### config.mk
export PLATFORM = sky130hd
export DESIGN_NAME = ntt_seq_ctrl
export DESIGN_NICKNAME = d
export VERILOG_FILES = /design/src/rtl/ntt_pkg.sv /design/src/rtl/ntt_addr_gen.sv /design/src/rtl/ntt_seq_ctrl.sv
export SDC_FILE = /design/constraint.sdc
export NUM_CORES = 1
export LEC_CHECK = 0
export CORE_ASPECT_RATIO = 0.6
export CORE_UTILIZATION = 55
export CTS_CLUSTER_DIAMETER = 100
export DETAILED_ROUTE_END_ITERATION = 10
export MAX_ROUTING_LAYER = met4
export PLACE_DENSITY_LB_ADDON = 0.25
export SYNTH_ARGS = -nofsm -noshare
export SYNTH_HDL_FRONTEND = slang
export SYNTH_SLANG_ARGS = --single-unit
export TNS_END_PERCENT = 10
### constraint.sdc
create_clock -name clk -period 12.4 [get_ports clk]
set_input_delay 3.1 -clock clk [delete_from_list [all_inputs] [get_ports clk]]
set_output_delay 3.1 -clock clk [all_outputs]
set_load 0.03 [all_outputs]
### src/rtl/ntt_pkg.sv
// Shared constants and FSM state type for the NTT sequencing controller.
package ntt_pkg;
    localparam int NTT_N    = 256;
    localparam int NTT_LOGN = 8;

    typedef enum logic [1:0] {
        ST_IDLE  = 2'd0,
        ST_RUN   = 2'd1,
        ST_DRAIN = 2'd2,
        ST_DONE  = 2'd3
    } ntt_state_t;
endpackage

### src/rtl/ntt_addr_gen.sv
// Butterfly pair address and twiddle index generation, purely combinational
// from stage, pair counter and transform direction.
module ntt_addr_gen
    import ntt_pkg::*;
#(
    parameter int N    = NTT_N,
    parameter int LOGN = NTT_LOGN
) (
    input  logic [LOGN-1:0] i_stage,
    input  logic [LOGN-2:0] i_pair,
    input  logic            i_mode,
    output logic [LOGN-1:0] o_addr_a,
    output logic [LOGN-1:0] o_addr_b,
    output logic [LOGN-1:0] o_tw_idx
);
    localparam logic [LOGN-1:0] K_MAX = LOGN'(LOGN - 1);
    localparam logic [LOGN-1:0] HALF  = LOGN'(N / 2);
    localparam logic [LOGN-1:0] ONE   = LOGN'(1);

    logic [LOGN-1:0] w_k;
    logic [LOGN-1:0] w_p;
    logic [LOGN-1:0] w_span;
    logic [LOGN-1:0] w_lo_mask;
    logic [LOGN-1:0] w_group;
    logic [LOGN-1:0] w_addr_a;

    // Span is (N/2)>>s going forward and 1<<s going inverse; w_k = log2(span).
    assign w_k       = i_mode ? i_stage : (K_MAX - i_stage);
    assign w_p       = {1'b0, i_pair};
    assign w_span    = ONE << w_k;
    assign w_lo_mask = w_span - ONE;
    assign w_group   = w_p >> w_k;
    // Insert a zero bit at position w_k: group bits move up one, low bits stay.
    assign w_addr_a  = ((w_group << 1) << w_k) | (w_p & w_lo_mask);

    assign o_addr_a = w_addr_a;
    assign o_addr_b = w_addr_a + w_span;
    assign o_tw_idx = (i_mode ? (HALF >> i_stage) : (ONE << i_stage)) + w_group;
endmodule

### src/rtl/ntt_seq_ctrl.sv
// Stage/pair sequencer for an in-place NTT/INTT: issues BRAM reads, drains the
// butterfly pipeline between stages and replays the addresses as writes.
module ntt_seq_ctrl
    import ntt_pkg::*;
#(
    parameter int N      = NTT_N,
    parameter int LOGN   = NTT_LOGN,
    parameter int RD_LAT = 1,
    parameter int BF_LAT = 4
) (
    input  logic            clk,
    input  logic            rst,
    input  logic            start,
    input  logic            mode,
    output logic            busy,
    output logic            done,
    output logic            rd_en,
    output logic [LOGN-1:0] rd_addr_a,
    output logic [LOGN-1:0] rd_addr_b,
    output logic [LOGN-1:0] tw_idx,
    output logic            bf_mode,
    output logic            bf_scale,
    output logic            wr_en,
    output logic [LOGN-1:0] wr_addr_a,
    output logic [LOGN-1:0] wr_addr_b,
    output ntt_state_t      dbg_state
);
    localparam int              D       = RD_LAT + BF_LAT;
    localparam int              DLW     = 2 * LOGN + 1;
    localparam logic [LOGN-2:0] P_LAST  = (LOGN-1)'(N / 2 - 1);
    localparam logic [LOGN-1:0] S_LAST  = LOGN'(LOGN - 1);
    localparam logic [7:0]      DR_LAST = 8'(D - 1);

    ntt_state_t      r_state;
    ntt_state_t      w_next;
    logic [LOGN-1:0] r_stage;
    logic [LOGN-2:0] r_pair;
    logic [7:0]      r_drain;
    logic            r_mode;
    logic [DLW-1:0]  r_dl [D];

    logic            w_run;
    logic [LOGN-1:0] w_addr_a;
    logic [LOGN-1:0] w_addr_b;
    logic [LOGN-1:0] w_tw;

    always_ff @(posedge clk or negedge rst) begin
        if (!rst) r_state <= ST_IDLE;
        else      r_state <= w_next;
    end

    always_comb begin
        w_next = r_state;
        case (r_state)
            ST_IDLE:  if (start) w_next = ST_RUN;
            ST_RUN:   if (r_pair == P_LAST) w_next = ST_DRAIN;
            ST_DRAIN: if (r_drain == DR_LAST) w_next = (r_stage == S_LAST) ? ST_DONE : ST_RUN;
            ST_DONE:  w_next = ST_IDLE;
            default:  w_next = ST_IDLE;
        endcase
    end

    // Pair counter wraps to zero on its own after N/2 issues.
    always_ff @(posedge clk or negedge rst) begin
        if (!rst) begin
            r_stage <= '0;
            r_pair  <= '0;
            r_drain <= '0;
            r_mode  <= 1'b0;
        end else begin
            case (r_state)
                ST_IDLE: begin
                    if (start) begin
                        r_stage <= '0;
                        r_pair  <= '0;
                        r_drain <= '0;
                        r_mode  <= mode;
                    end
                end
                ST_RUN: r_pair <= r_pair + 1'b1;
                ST_DRAIN: begin
                    if (r_drain == DR_LAST) begin
                        r_drain <= '0;
                        if (r_stage != S_LAST) r_stage <= r_stage + 1'b1;
                    end else begin
                        r_drain <= r_drain + 1'b1;
                    end
                end
                default: ;
            endcase
        end
    end

    ntt_addr_gen #(
        .N    (N),
        .LOGN (LOGN)
    ) u_addr_gen (
        .i_stage  (r_stage),
        .i_pair   (r_pair),
        .i_mode   (r_mode),
        .o_addr_a (w_addr_a),
        .o_addr_b (w_addr_b),
        .o_tw_idx (w_tw)
    );

    assign w_run     = (r_state == ST_RUN);
    assign rd_en     = w_run;
    assign rd_addr_a = w_run ? w_addr_a : '0;
    assign rd_addr_b = w_run ? w_addr_b : '0;
    assign tw_idx    = w_run ? w_tw : '0;
    assign bf_scale  = w_run & r_mode & (r_stage == S_LAST);
    assign bf_mode   = r_mode;
    assign busy      = (r_state == ST_RUN) || (r_state == ST_DRAIN);
    assign done      = (r_state == ST_DONE);
    assign dbg_state = r_state;

    // Read strobe and addresses (already zero when idle) replayed D cycles later.
    always_ff @(posedge clk or negedge rst) begin
        if (!rst) begin
            for (int i = 0; i < D; i++) r_dl[i] <= '0;
        end else begin
            r_dl[0] <= {rd_en, rd_addr_a, rd_addr_b};
            for (int i = 1; i < D; i++) r_dl[i] <= r_dl[i-1];
        end
    end

    assign wr_en     = r_dl[D-1][DLW-1];
    assign wr_addr_a = r_dl[D-1][2*LOGN-1:LOGN];
    assign wr_addr_b = r_dl[D-1][LOGN-1:0];
endmodule

==> run summary <==
======================================================================================
Arrival time worst endpoint                                                    5.85 ns
Area added between synthesis and finish                                          12.2%
Status                                                                    finished, final reports clean
Slowest library cell on the worst path                                         dfrtp_1
Worst reg-to-reg setup slack                                                   7.45 ns
Reg-to-reg startpoint                                                       r_stage[3]
Maximum number of pins on one net before global-route repair                        82
Number of rows created at floorplan                                                 28
Areal power density over the cells                                          242 nW/um2
Type of the worst setup path                                              flip-flop to output port
Critical path's largest stage delay                                            0.76 ns
Number of warnings issued by yosys                                                   0
Tmin final                                                                     8.95 ns
Total power consumption of the routed design                                 0.00157 W
Clock latency on the worst-skew pair                                           0.35 ns
Horiz. Die Dim                                                                  134 um
Setup repair after global routing missed its margin                                 no
Predominant post-synthesis flop cell                                           dfrtp_1
Number of nets in the synthesized netlist                                          587
Netlist cell types                                                                  70
Highest metal layer with signal wires                                             met4
Fraction of final layout cells with drive strength greater than 1               0.0773
Post-detailed-route wirelength per cell                                        18.6 um
Detailed placer's ending HPWL                                                  9550 um
Met2 layer wire length in the routed design                                    5480 um
Nature of the critical path startpoint                                       flip-flop
Number of cells upsized or downsized after cts                                       0
Max Fclk                                                                       112 MHz
Number of ports placed on the die boundary                                          52
NumNets Final                                                                      607
Antenna diode count                                                                  0
Sink Count                                                                         111
Remaining routing DRC violations                                                     0
Portion of the post-synthesis area used by sequential elements                   0.482
Element type at the critical path end                                      output port
Number of endpoints with negative hold slack in the final report                     0
Number of buffers created by CTS                                                     9
Vias after detailed routing                                                       4299
Part of the cycle the worst path needs                                           0.721
Number of vias per cell after detailed routing                                    6.00
Detailed-route wire length                                                    13300 um
Mapped Area                                                                   5760 um2
Post-cts hold buffer count                                                           0
Final core utilization                                                           0.646
Type of the most critical hold path                                       flip-flop to flip-flop
Reported leakage power                                                         2.90 nW
Worst-Margin Slew                                                             0.954 ns
DIE HEIGHT                                                                     81.3 um
Final estimated routing congestion in global placement                           0.944
Fin. max-slew vios                                                                   0
Final clock skew                                                            0.00690 ns
Post-Synthesis Cells                                                               557
Global route overflow                                                                0
First-pass GRT wire length                                                    21600 um
Library cell used as clock root buffer                                       clkbuf_16
Wire length on met3                                                             953 um
Iter 0 DRT Violations                                                              366
Via count of the first global-routing pass                                        4027
TritonCTS clock tree                                                               yes
Die outline area                                                             10900 um2
Crit path cell chain                                                      inv_1 > ha_1 > nand4bb_1 > o22ai_1 > o211ai_1 > or2_2 > ha_1 > xor2_1 > nand2_1 > nand2_1 > ha_1 > a21oi_1 > nor2b_1 > o21a_1 > o41a_1 > xnor2_1 > xnor2_1 > nor2_1 > clkdlybuf4s50_1
Post-CTS Setup Inserts                                                               0
Post-synthesis average cell area                                              10.3 um2
Peak ir drop on the vdd network                                               0.154 mV
Slew Limit Headroom                                                              0.364
Clock slew at the register clock pins of the worst setup and hold paths        0.08 ns
Crit Reg-Reg Endpoint                                                         r_dl[75]
Number of synthesized register bits                                                111
Depth of the CTS H-tree                                                              3
Final setup TNS                                                                   0 ns
Async set-or-reset flop fraction in the synthesized netlist                       1.00
MaxCap Viol Count                                                                    0
Placeable core area                                                          10000 um2
Number of flops mapped to enable cells by yosys                                      0
Hold depth                                                                           0
Hold path startpoint                                                          r_dl[61]
Post-Route M1 WL                                                               6690 um
Pre-Repair DR Iteration Count                                                        5
Worst EP required                                                              9.30 ns
Number of filler cells placed in the layout                                        799
GRT Total Usage                                                                  0.273
Initial standard-cell utilization of the core                                    0.575
Cells on worst reg2reg path                                                         18
Maximum fanout along the worst path                                                 16
Count of buffers inserted at the top-level ports                                    51
Buffers from clock root to sink, at most                                             2
Remaining number of nets flagged by the antenna check after routing                  0
CP dominant cell by count                                                         ha_1
Capture endpoint of the worst hold path                                       r_dl[44]
Number of endpoints failing setup at the final stage                                 0
Antenna violations before repair                                                     0
======================================================================================
[stage by stage]
step	setup WS, ns	hold WS, ns	area (um2)	cells
after detailed placement	3.95	0.335	6180	701
after floorplan	5.23	0.331	5760	557
after global placement	4.14	0.331	6180	701
final	3.45	0.347	6470	717
after global routing	3.19	0.356	6470	717
after CTS	3.56	0.347	6470	717
[how the worst max path moves through the flow]
stage          startpoint            to  slack [ns]
6_report       r_stage[3]  rd_addr_b[7]        3.45
5_1_grt        r_stage[3]  rd_addr_b[7]        3.19
4_1_cts        r_stage[3]  rd_addr_b[7]        3.56
3_5_place_dp   r_stage[3]  rd_addr_b[7]        3.95
3_3_place_gp   r_stage[3]  rd_addr_b[7]        4.14
2_1_floorplan     bf_mode  rd_addr_b[7]        5.23
[critical path: cells and delay by family, from the launching register on]
family / cells / cell delay (ns)
DFF: 1 / 0.76
xor gates and xnor gates: 3 / 0.47
and+or+nand+nor: 6 / 1.03
buffers and inverters: 2 / 0.99
adders and majority gates: 3 / 0.87
AOI/OAI and AO/OA: 5 / 1.39
[where the power goes]
group	total [W]	switching, W	internal [W]
clock network	0.000282	0.000141	0.000142
registers	0.000515	0.0000482	0.000467
logic	0.000769	0.000490	0.000279
total	0.00157	0.000678	0.000888
[layout by cell type (no fill, tap or decap), types with 4 or more instances in the layout]
cell type	instances
nand3b_1	4
nand3_1	16
xnor2_1	5
a21o_1	4
a21oi_1	26
o21ai_0	29
nand2b_1	12
o211ai_1	4
nand2_1	40
nor3_1	13
and3_1	6
dfrtp_1	111
xor2_1	8
clkbuf_16	9
mux4_2	4
and2_1	12
inv_1	15
nor2_1	63
a22oi_1	8
nor2b_1	16
buf_4	5
clkdlybuf4s50_1	50
a31oi_1	7
ha_1	24
mux2i_1	12
a211oi_1	6
[flip-flops by register name (all words and copies together) (netlist names)]
signal / cells
r_dl: 68
r_drain: 8
r_stage: 8
wr_addr_a: 8
wr_addr_b: 8
r_pair: 7
dbg_state: 2
bf_mode: 1
wr_en: 1
[metal layers]
layer  up-vias  GRT usage
met1      2139      0.401
met5         -          -
met2       173      0.381
met4         0     0.0674
li1       1963          -
met3        24     0.0605
[synth_stat cells, types with 3 or more instances]
cell | n | area (um2)
dfrtp_1 | 111 | 2780
nor2_1 | 63 | 236
nand2_1 | 40 | 150
o21ai_0 | 29 | 145
a21oi_1 | 26 | 130
ha_1 | 24 | 300
buf_4 | 19 | 143
clkbuf_1 | 16 | 60.1
nand3_1 | 16 | 80.1
nor2b_1 | 16 | 100
inv_1 | 15 | 56.3
nor3_1 | 13 | 65.1
and2_1 | 12 | 75.1
mux2i_1 | 12 | 120
nand2b_1 | 12 | 75.1
a22oi_1 | 8 | 60.1
xor2_1 | 8 | 70.1
a31oi_1 | 7 | 43.8
a211oi_1 | 6 | 45.0
and3_1 | 6 | 37.5
buf_6 | 6 | 67.6
xnor2_1 | 5 | 43.8
a21o_1 | 4 | 30.0
mux4_2 | 4 | 90.1
nand3b_1 | 4 | 30.0
o211ai_1 | 4 | 30.0
a32o_1 | 3 | 30.0
buf_2 | 3 | 15.0
mux2_2 | 3 | 33.8
nor3b_1 | 3 | 22.5
o21a_1 | 3 | 22.5
o31ai_1 | 3 | 22.5
or2_2 | 3 | 18.8
or3_1 | 3 | 18.8
[layout make-up]
type                            instances  area [um2]  area share
Sequential cell                       111        2780       0.429
Multi-Input combinational cell        385        2640       0.408
Timing Repair Buffer                   55         538      0.0832
Clock buffer                           10         229      0.0354
Tap cell                              135         169      0.0261
Clock inverter                          6        61.3     0.00948
Inverter                               15        56.3     0.00870
[logic make-up (layout without fill, tap and decap cells)]
group | Yosys count | count (layout) | synth area share
and+or+nand+nor | 204 | 204 | 0.178
AOI/OAI and AO/OA | 120 | 120 | 0.150
DFF | 111 | 111 | 0.482
buffers and inverters | 61 | 86 | 0.0606
adders and majority gates | 26 | 26 | 0.0590
muxes | 20 | 20 | 0.0469
xor gates and xnor gates | 14 | 14 | 0.0226
other | 1 | 1 | 0.000651
Note: power is estimated with default switching activity, not from simulation.
